`src/rtl/mem_port_arbiter.sv`:
```
`default_nettype none
// ============================================================================
//  Module      : mem_port_arbiter
//  Description : Round-robin arbiter from the CPU fetch and data ports onto a
//                single-port memory bus, with a response watchdog.
//                Optional perf counters are enabled by MEM_ARB_PERF_EN.
//  Revision    : 1.0 - initial release
// ============================================================================
module mem_port_arbiter #(
    parameter int unsigned TIMEOUT = 1024
) (
    input  logic        MEM_CLK,
    input  logic        rst,
    input  logic        i_read,
    input  logic [31:0] i_addr,
    output logic [31:0] i_rdata,
    output logic        i_valid,
    input  logic        d_read,
    input  logic        d_write,
    input  logic [31:0] d_addr,
    input  logic [31:0] d_wdata,
    input  logic [3:0]  d_strobe,
    output logic [31:0] d_rdata,
    output logic        d_valid,
    output logic [31:0] mem_address,
    output logic        mem_read,
    output logic        mem_write,
    output logic [31:0] mem_wdata,
    output logic [3:0]  mem_byte_enable,
    input  logic [31:0] mem_rdata,
    input  logic        mem_resp,
    output logic        err
`ifdef MEM_ARB_PERF_EN
    ,
    output logic [31:0] perf_i_grants,
    output logic [31:0] perf_d_grants,
    output logic [31:0] perf_wait_cycles
`endif
);

    typedef enum logic [1:0] {
        S_IDLE  = 2'd0,
        S_GNT_I = 2'd1,
        S_GNT_D = 2'd2,
        S_RESP  = 2'd3
    } state_t;

    localparam logic [31:0] c_WDOG_LAST = 32'(TIMEOUT) - 32'd1;
    localparam bit          c_WDOG_EN   = (TIMEOUT != 0);

    state_t      r_state;
    state_t      w_next_state;

    logic        r_last_d;      // 1 when the data port won the last grant
    logic        r_own_d;       // port owning the current transaction
    logic [31:0] r_wdog;
    logic [31:0] r_mem_address;
    logic        r_mem_read;
    logic        r_mem_write;
    logic [31:0] r_mem_wdata;
    logic [3:0]  r_mem_byte_enable;
    logic [31:0] r_i_rdata;
    logic [31:0] r_d_rdata;
    logic        r_i_valid;
    logic        r_d_valid;
    logic        r_err;

    logic        w_pend_d;
    logic        w_pick_i;
    logic        w_pick_d;
    logic        w_in_grant;
    logic        w_timeout;

    // On a tie the port that did not win last time is served.
    assign w_pend_d   = d_read | d_write;
    assign w_pick_d   = w_pend_d & (~i_read | ~r_last_d);
    assign w_pick_i   = i_read & ~w_pick_d;
    assign w_in_grant = (r_state == S_GNT_I) || (r_state == S_GNT_D);
    assign w_timeout  = c_WDOG_EN && w_in_grant && !mem_resp && (r_wdog == c_WDOG_LAST);

    always_ff @(posedge MEM_CLK) begin
        if (rst) begin
            r_state <= S_IDLE;
        end else begin
            r_state <= w_next_state;
        end
    end

    always_comb begin
        w_next_state = r_state;
        case (r_state)
            S_IDLE: begin
                if (w_pick_i) begin
                    w_next_state = S_GNT_I;
                end else if (w_pick_d) begin
                    w_next_state = S_GNT_D;
                end
            end
            S_GNT_I, S_GNT_D: begin
                if (mem_resp || w_timeout) begin
                    w_next_state = S_RESP;
                end
            end
            S_RESP:  w_next_state = S_IDLE;
            default: w_next_state = S_IDLE;
        endcase
    end

    always_ff @(posedge MEM_CLK) begin
        if (rst) begin
            r_last_d          <= 1'b1;
            r_own_d           <= 1'b0;
            r_wdog            <= 32'd0;
            r_mem_address     <= 32'd0;
            r_mem_read        <= 1'b0;
            r_mem_write       <= 1'b0;
            r_mem_wdata       <= 32'd0;
            r_mem_byte_enable <= 4'd0;
            r_i_rdata         <= 32'd0;
            r_d_rdata         <= 32'd0;
            r_i_valid         <= 1'b0;
            r_d_valid         <= 1'b0;
            r_err             <= 1'b0;
        end else begin
            r_i_valid <= 1'b0;
            r_d_valid <= 1'b0;
            if (d_read && d_write) begin
                r_err <= 1'b1;
            end
            case (r_state)
                S_IDLE: begin
                    r_wdog <= 32'd0;
                    if (w_pick_i) begin
                        r_own_d           <= 1'b0;
                        r_mem_address     <= i_addr;
                        r_mem_wdata       <= 32'd0;
                        r_mem_byte_enable <= 4'hF;
                        r_mem_read        <= 1'b1;
                        r_mem_write       <= 1'b0;
                    end else if (w_pick_d) begin
                        // A simultaneous read and write request resolves to the write.
                        r_own_d           <= 1'b1;
                        r_mem_address     <= d_addr;
                        r_mem_wdata       <= d_wdata;
                        r_mem_byte_enable <= d_strobe;
                        r_mem_read        <= ~d_write;
                        r_mem_write       <= d_write;
                    end
                end
                S_GNT_I, S_GNT_D: begin
                    if (mem_resp || w_timeout) begin
                        if (mem_resp && r_mem_read) begin
                            if (r_own_d) begin
                                r_d_rdata <= mem_rdata;
                            end else begin
                                r_i_rdata <= mem_rdata;
                            end
                        end
                        if (!mem_resp) begin
                            r_err <= 1'b1;
                        end
                        r_mem_read  <= 1'b0;
                        r_mem_write <= 1'b0;
                        r_i_valid   <= ~r_own_d;
                        r_d_valid   <= r_own_d;
                        r_last_d    <= r_own_d;
                    end else begin
                        r_wdog <= r_wdog + 32'd1;
                    end
                end
                default: begin
                    r_wdog <= 32'd0;
                end
            endcase
        end
    end

    assign mem_address     = r_mem_address;
    assign mem_read        = r_mem_read;
    assign mem_write       = r_mem_write;
    assign mem_wdata       = r_mem_wdata;
    assign mem_byte_enable = r_mem_byte_enable;
    assign i_rdata         = r_i_rdata;
    assign d_rdata         = r_d_rdata;
    assign i_valid         = r_i_valid;
    assign d_valid         = r_d_valid;
    assign err             = r_err;

`ifdef MEM_ARB_PERF_EN
    logic [31:0] r_perf_i;
    logic [31:0] r_perf_d;
    logic [31:0] r_perf_wait;
    logic        w_serve_i;
    logic        w_serve_d;
    logic        w_waiting;

    // A port is served while it is being granted or owns the transaction in flight.
    assign w_serve_i = ((r_state == S_IDLE) && w_pick_i) || (r_state == S_GNT_I) ||
                       ((r_state == S_RESP) && !r_own_d);
    assign w_serve_d = ((r_state == S_IDLE) && w_pick_d) || (r_state == S_GNT_D) ||
                       ((r_state == S_RESP) && r_own_d);
    assign w_waiting = (i_read && !w_serve_i) || (w_pend_d && !w_serve_d);

    always_ff @(posedge MEM_CLK) begin
        if (rst) begin
            r_perf_i    <= 32'd0;
            r_perf_d    <= 32'd0;
            r_perf_wait <= 32'd0;
        end else begin
            if ((r_state == S_IDLE) && w_pick_i) begin
                r_perf_i <= r_perf_i + 32'd1;
            end
            if ((r_state == S_IDLE) && w_pick_d) begin
                r_perf_d <= r_perf_d + 32'd1;
            end
            if (w_waiting) begin
                r_perf_wait <= r_perf_wait + 32'd1;
            end
        end
    end

    assign perf_i_grants    = r_perf_i;
    assign perf_d_grants    = r_perf_d;
    assign perf_wait_cycles = r_perf_wait;
`endif

endmodule
`default_nettype wire

```
`config.mk`:
```
export PLATFORM = sky130hd
export DESIGN_NAME = mem_port_arbiter
export DESIGN_NICKNAME = d
export VERILOG_FILES = /design/src/rtl/mem_port_arbiter.sv
export SDC_FILE = /design/constraint.sdc
export NUM_CORES = 1
export LEC_CHECK = 0
export BUFFER_PORTS_ARGS = -buffer_cell sky130_fd_sc_hd__buf_2
export CAP_MARGIN = 20
export CORE_MARGIN = 2
export CORE_UTILIZATION = 48
export CTS_CLUSTER_SIZE = 14
export DETAILED_ROUTE_END_ITERATION = 8
export PLACE_DENSITY = 0.78
export SYNTH_ARGS = -nofsm -noshare
export SYNTH_HDL_FRONTEND = slang
export SYNTH_SLANG_ARGS = --single-unit
```
`constraint.sdc`:
```
create_clock -name MEM_CLK -period 2.6 [get_ports MEM_CLK]
set_input_delay 0.26 -clock MEM_CLK [delete_from_list [all_inputs] [get_ports MEM_CLK]]
set_output_delay 0.26 -clock MEM_CLK [all_outputs]
set_load 0.01 [all_outputs]
```
# After elaboration in Yosys (flattened, before gate mapping)
# Cells that the tools add are included.
[classes]
n_bitwise = 11
mux = 23
add_sub_neg = 1
eq_ne = 6
n_reduce_logical = 19
[ops]
columns = ["op", "n"]
rows = [
  ["$mux 32", 4],
  ["$add 32x1->32 const B", 1],
  ["$eq 32x10->1 const B", 1],
  ["$mux 1", 11],
  ["$mux 4", 2],
  ["$reduce_and 4->1", 2],
  ["$not 1->1", 7],
  ["$mux 2", 3],
  ["$pmux 2 s3", 1],
  ["$reduce_and 2->1", 3],
  ["$eq 2x2->1 const B", 2],
  ["$logic_and 1x1->1", 4],
  ["$pmux 1 s2", 2],
  ["$reduce_bool 2->1", 2],
  ["$reduce_or 2->1", 2],
  ["$ne 3x3->1 const B", 1],
  ["$reduce_and 3->1", 1],
  ["$reduce_or 3->1", 1],
  ["$and 1x1->1", 2],
  ["$eq 2x1->1 const B", 1],
  ["$logic_not 2->1", 1],
  ["$logic_or 1x1->1", 2],
  ["$ne 2x2->1 const B", 1],
  ["$or 1x1->1", 2],
  ["$logic_not 1->1", 1],
]
[totals]
ff_bits = 173
elab_cells = 74

# Longest topological paths before layout
[logic_depth]
depth_word = 7
ltp_mapped = 9
depth_no_buf = 7

# Worst setup path after synthesis
# No wires, ideal clock.
[synth_timing]
kind = "flip-flop to flip-flop"
startpoint = "reg r_wdog[10]"
endpoint = "reg r_wdog[29]"
setup_ps = 70
n_path_buf = 2
synth_period_minus_slack_ps = 2180
stages_incl_launch_ff = 8
slack_ps = 420
t_arrival_ps = 2110
path_cell_list = "dfxtp_1 -> nand4_2 -> or4b_1 -> buf_2 -> or2_0 -> buf_2 -> or4_1 -> a21oi_1"
[synth_via]
elab_chain_len = 3
word_cells_on_any_way = 4
[synth_rtl]
columns = ["item", "line_no", "source"]
rows = [
  ["start: declaration", "56", "logic [31:0] r_wdog;"],
  ["start signal: assignment", "168", "r_wdog <= r_wdog + 32'd1;"],
  ["parallel branches: the longest is 3 deep, another holds $add 32x1->32", "--", ""],
]
# Several ways; the timed one is not identified.
# A chain may end at the register's enable or synchronous reset.

# Final worst setup path
[layout_timing]
startpoint = "reg r_state[0]"
endpoint = "reg r_state[0]"
[layout_via]
elab_chain_len = 7
word_cells_on_any_way = 13
[layout_rtl]
columns = ["item", "line_no", "source"]
rows = [
  ["start: declaration", "51", "state_t r_state;"],
  ["start signal: assignment", "85", "r_state <= w_next_state;"],
  ["$eq 2x1->1 / $eq 2x2->1 (equally long branches)", "78, 91", ""],
  ["$logic_or 1x1->1", "78", "assign w_in_grant = (r_state == S_GNT_I) || (r_state == S_GNT_D);"],
  ["$logic_and 1x1->1 (2 in a row)", "79", "assign w_timeout = c_WDOG_EN && w_in_grant && !mem_resp && (r_wdog == c_WDOG_LAST);"],
  ["$logic_or 1x1->1", "100", "if (mem_resp || w_timeout) begin"],
  ["$ne 2x2->1 (no line)", "--", ""],
  ["$reduce_and 2->1 (no line)", "--", ""],
]
# Parallel ways exist; a longest one is shown, timed or not.

==> results by group <==
Outcome
  – Status: finished, final reports clean

Placed design
  – Port Buf Inserts: 274
  – Placed wire-length estimate: 14000 µm
  – Placed cells: 1257
  – Gpl congestion: 0.869

Global routing
  – Vias in the first global route: 6131
  – First-pass GRT wire length: 30200 µm
  – Grt met1 use: 31.0%
  – GRT Resource Usage Total: 25.4%
  – Largest net degree at the start of global routing: 93
  – Met3 Use GR: 7.15%
  – GR Overflow Total: 0
  – Initial antenna violation count: 0
  – Met2 usage: 42.4%
  – Top Usage Layer GRT: met2

CTS
  – Worst-Skew Late Latency: 0.42 ns
  – Num CTS Buffers: 17
  – CTS tree: yes
  – # hold bufs at CTS: 0
  – PostCTS Resize Cnt: 0
  – Clock sinks: 173
  – Number of H-tree levels: 4
  – Largest buffer count on any clock path: 2
  – Root Driver: clkbuf_16
  – # Post-CTS Setup Buffers: 0
  – Clock transition at path regs: 0.06 ns

Timing
  – Setup TNS Final: 0 ns
  – Actual slew at the worst max-slew pin: 0.937 ns
  – Fin. Hold Viols: 0
  – Worst hold slack: 0.0719 ns
  – Worst Clk Skew: 0.00533 ns
  – Period utilization: 88.7%
  – Fmax: 433 MHz
  – RSZ-0062 raised after global routing: false
  – Setup violators final: 0
  – Final worst path period need: 2.31 ns
  – Slew HR: 37.6%
  – Slew Limit Fails: 0

Layout
  – ANT cells: 0
  – Final #Nets: 1237
  – Non-filler cells, final: 1289
  – Most common cell after layout, fill and taps aside: buf_2
  – Leading cell types in the layout, fill and taps excluded: 273 x buf_2, 213 x nand2_1, 173 x dfxtp_1
  – Share of cells above drive strength 1: 30.3%
  – Final Core Density: 65.0%
  – Area grow syn2layout: 32.0%

Synthesis
  – Dominant synthesized flop cell: dfxtp_1
  – FFs w/ async S/R, synth: 0%
  – Netlist cell types: 47
  – Cells after synthesis: 842
  – Syn_nets: 983
  – Syn avg cell area: 8.11 µm²
  – Number of synthesized flops with an enable pin: 0
  – Register area share after synthesis: 50.7%
  – #FFs+latches synth: 173
  – Syn Std Cell Area: 6830 µm²
  – YS warnings: 0

Die
  – Die area: 15200 µm²
  – Die Y: 123 µm
  – Core ar.: 13900 µm²
  – Chip width: 123 µm
  – IO Pins: 275
  – FP Rows: 43
  – Starting Density: 49.2%

Worst setup path
  – Critical path launch point type: flop
  – CP delay by family, top: compound AO/OA/AOI/OAI gates
  – Slowest cell on the critical path: o311ai_1
  – WS Path Type: flop to flop
  – Crit path required time: 2.93 ns
  – CP max stage delay: 0.61 ns
  – Critical Path AT: 2.64 ns
  – Crit end category: flop
  – Critical Path, Cell by Cell: inv_1, ha_1, nor2b_1, nand3_1, o311ai_1, a21oi_1, a311oi_1
  – Critical path fanouts, max: 12
  – CP bufs+invs: 1

Routing
  – 1st-iter DRT viols: 495
  – Final wirelength: 19800 µm
  – DR pass1 iterations: 5
  – Via-to-Cell Ratio: 5.37
  – DRC: 0
  – Wire per inst: 15.4 µm
  – Vias: 6925
  – Final ANT Viol Nets: 0

Power and ir drop
  – Peak supply drop: 0.000724 V
  – Total chip power: 0.00816 W
  – Static leakage: 3.89 nW
  – PwrDens: 905 nW/µm²

Job
  – MaxCap Viol Count: 0

Worst hold path
  – Hold Crit Class: primary input to flop
[routing by layer]
layer | vias to the layer above | routed length, µm
met1 | 3171 | 8020
met3 | 35 | 1350
met2 | 266 | 9970
met5 | - | 0
li1 | 3453 | -
met4 | 0 | 481
[power by group]
| part | switching, W | leakage (nW) | internal, W |
|---|---|---|---|
| sequential | 0.000221 | 1.41 | 0.00306 |
| combinational | 0.00137 | 2.18 | 0.000852 |
| clock | 0.00103 | 0.297 | 0.00162 |
| total | 0.00262 | 3.89 | 0.00554 |
[area by class of cell]
type / count / area [µm²]
repair buffers: 297 / 1560
inverters: 10 / 37.5
clock inverters: 8 / 128
well taps: 180 / 225
multi-input cells: 597 / 3110
clock buffers: 24 / 492
fillers: 1206 / 4860
flip-flops and latches: 173 / 3460
[cells in the mapped netlist (2+ instances only)]
library cell / number / area [µm²]
nand2b_1: 4 / 25.0
nand4b_1: 2 / 17.5
and2_1: 2 / 12.5
o22ai_1: 4 / 25.0
o21ai_0: 4 / 20.0
o31ai_1: 12 / 90.1
clkbuf_1: 60 / 225
buf_2: 2 / 10.0
ha_1: 3 / 37.5
nor2_1: 87 / 327
inv_1: 10 / 37.5
nand2_1: 213 / 800
or2_2: 3 / 18.8
nor4_1: 9 / 56.3
a22oi_1: 32 / 240
nand3_1: 11 / 55.1
or3_1: 9 / 56.3
or4_1: 14 / 105
dfxtp_1: 173 / 3460
a21oi_1: 88 / 440
o21ai_1: 9 / 45.0
nor2b_1: 2 / 12.5
nor3_1: 11 / 55.1
nand4_1: 10 / 62.6
o211ai_1: 6 / 45.0
xor2_1: 5 / 43.8
mux2i_1: 3 / 30.0
and4_1: 2 / 17.5
a311oi_1: 34 / 298
[worst min-delay path, delay by kind of cell]
kind | cells | cell delay [ns]
AO/OA/AOI/OAI | 1 | 0.05
buffers and inverters | 1 | 0.08
AND/OR/NAND/NOR | 1 | 0.07
[path summary, 6_finish.rpt]
kind	startpoint	end	cells past startpoint	slack, ns
setup reg to reg	r_state[0]	r_state[0]	7	0.29
hold / removal	d_strobe[0]	mem_byte_enable[0]	3	0.07
setup / recovery	r_state[0]	r_state[0]	7	0.29
hold reg to reg	d_rdata[0]	d_rdata[0]	2	0.45
[per-stage QoR]
step / instance area (µm²) / setup slack, ns
3_3_place_gp: 8400 / 0.375
6_report: 9020 / 0.293
2_1_floorplan: 6830 / 0.420
3_5_place_dp: 8400 / 0.331
5_1_grt: 9020 / 0.130
4_1_cts: 9020 / 0.309
[sequential cells by signal (all words and copies together) (netlist names)]
name             count
r_own_d              1
r_state              2
i_valid              1
r_last_d             1
mem_address         32
mem_write            1
mem_read             1
mem_wdata           32
d_rdata             32
i_rdata             32
err                  1
mem_byte_enable      4
d_valid              1
r_wdog              32
[logic make-up (layout without fill, tap and decap cells)]
| group | count (synthesis) | count (layout) | share of synthesized area [%] |
|---|---|---|---|
| fa+ha+maj | 3 | 3 | 0.550 |
| buf+inv | 72 | 339 | 3.99 |
| compound gates | 199 | 199 | 18.9 |
| xor+xnor | 6 | 6 | 0.769 |
| flops | 173 | 173 | 50.7 |
| simple gates | 386 | 386 | 24.7 |
| mux | 3 | 3 | 0.440 |
(Power assumes the default switching activity.)
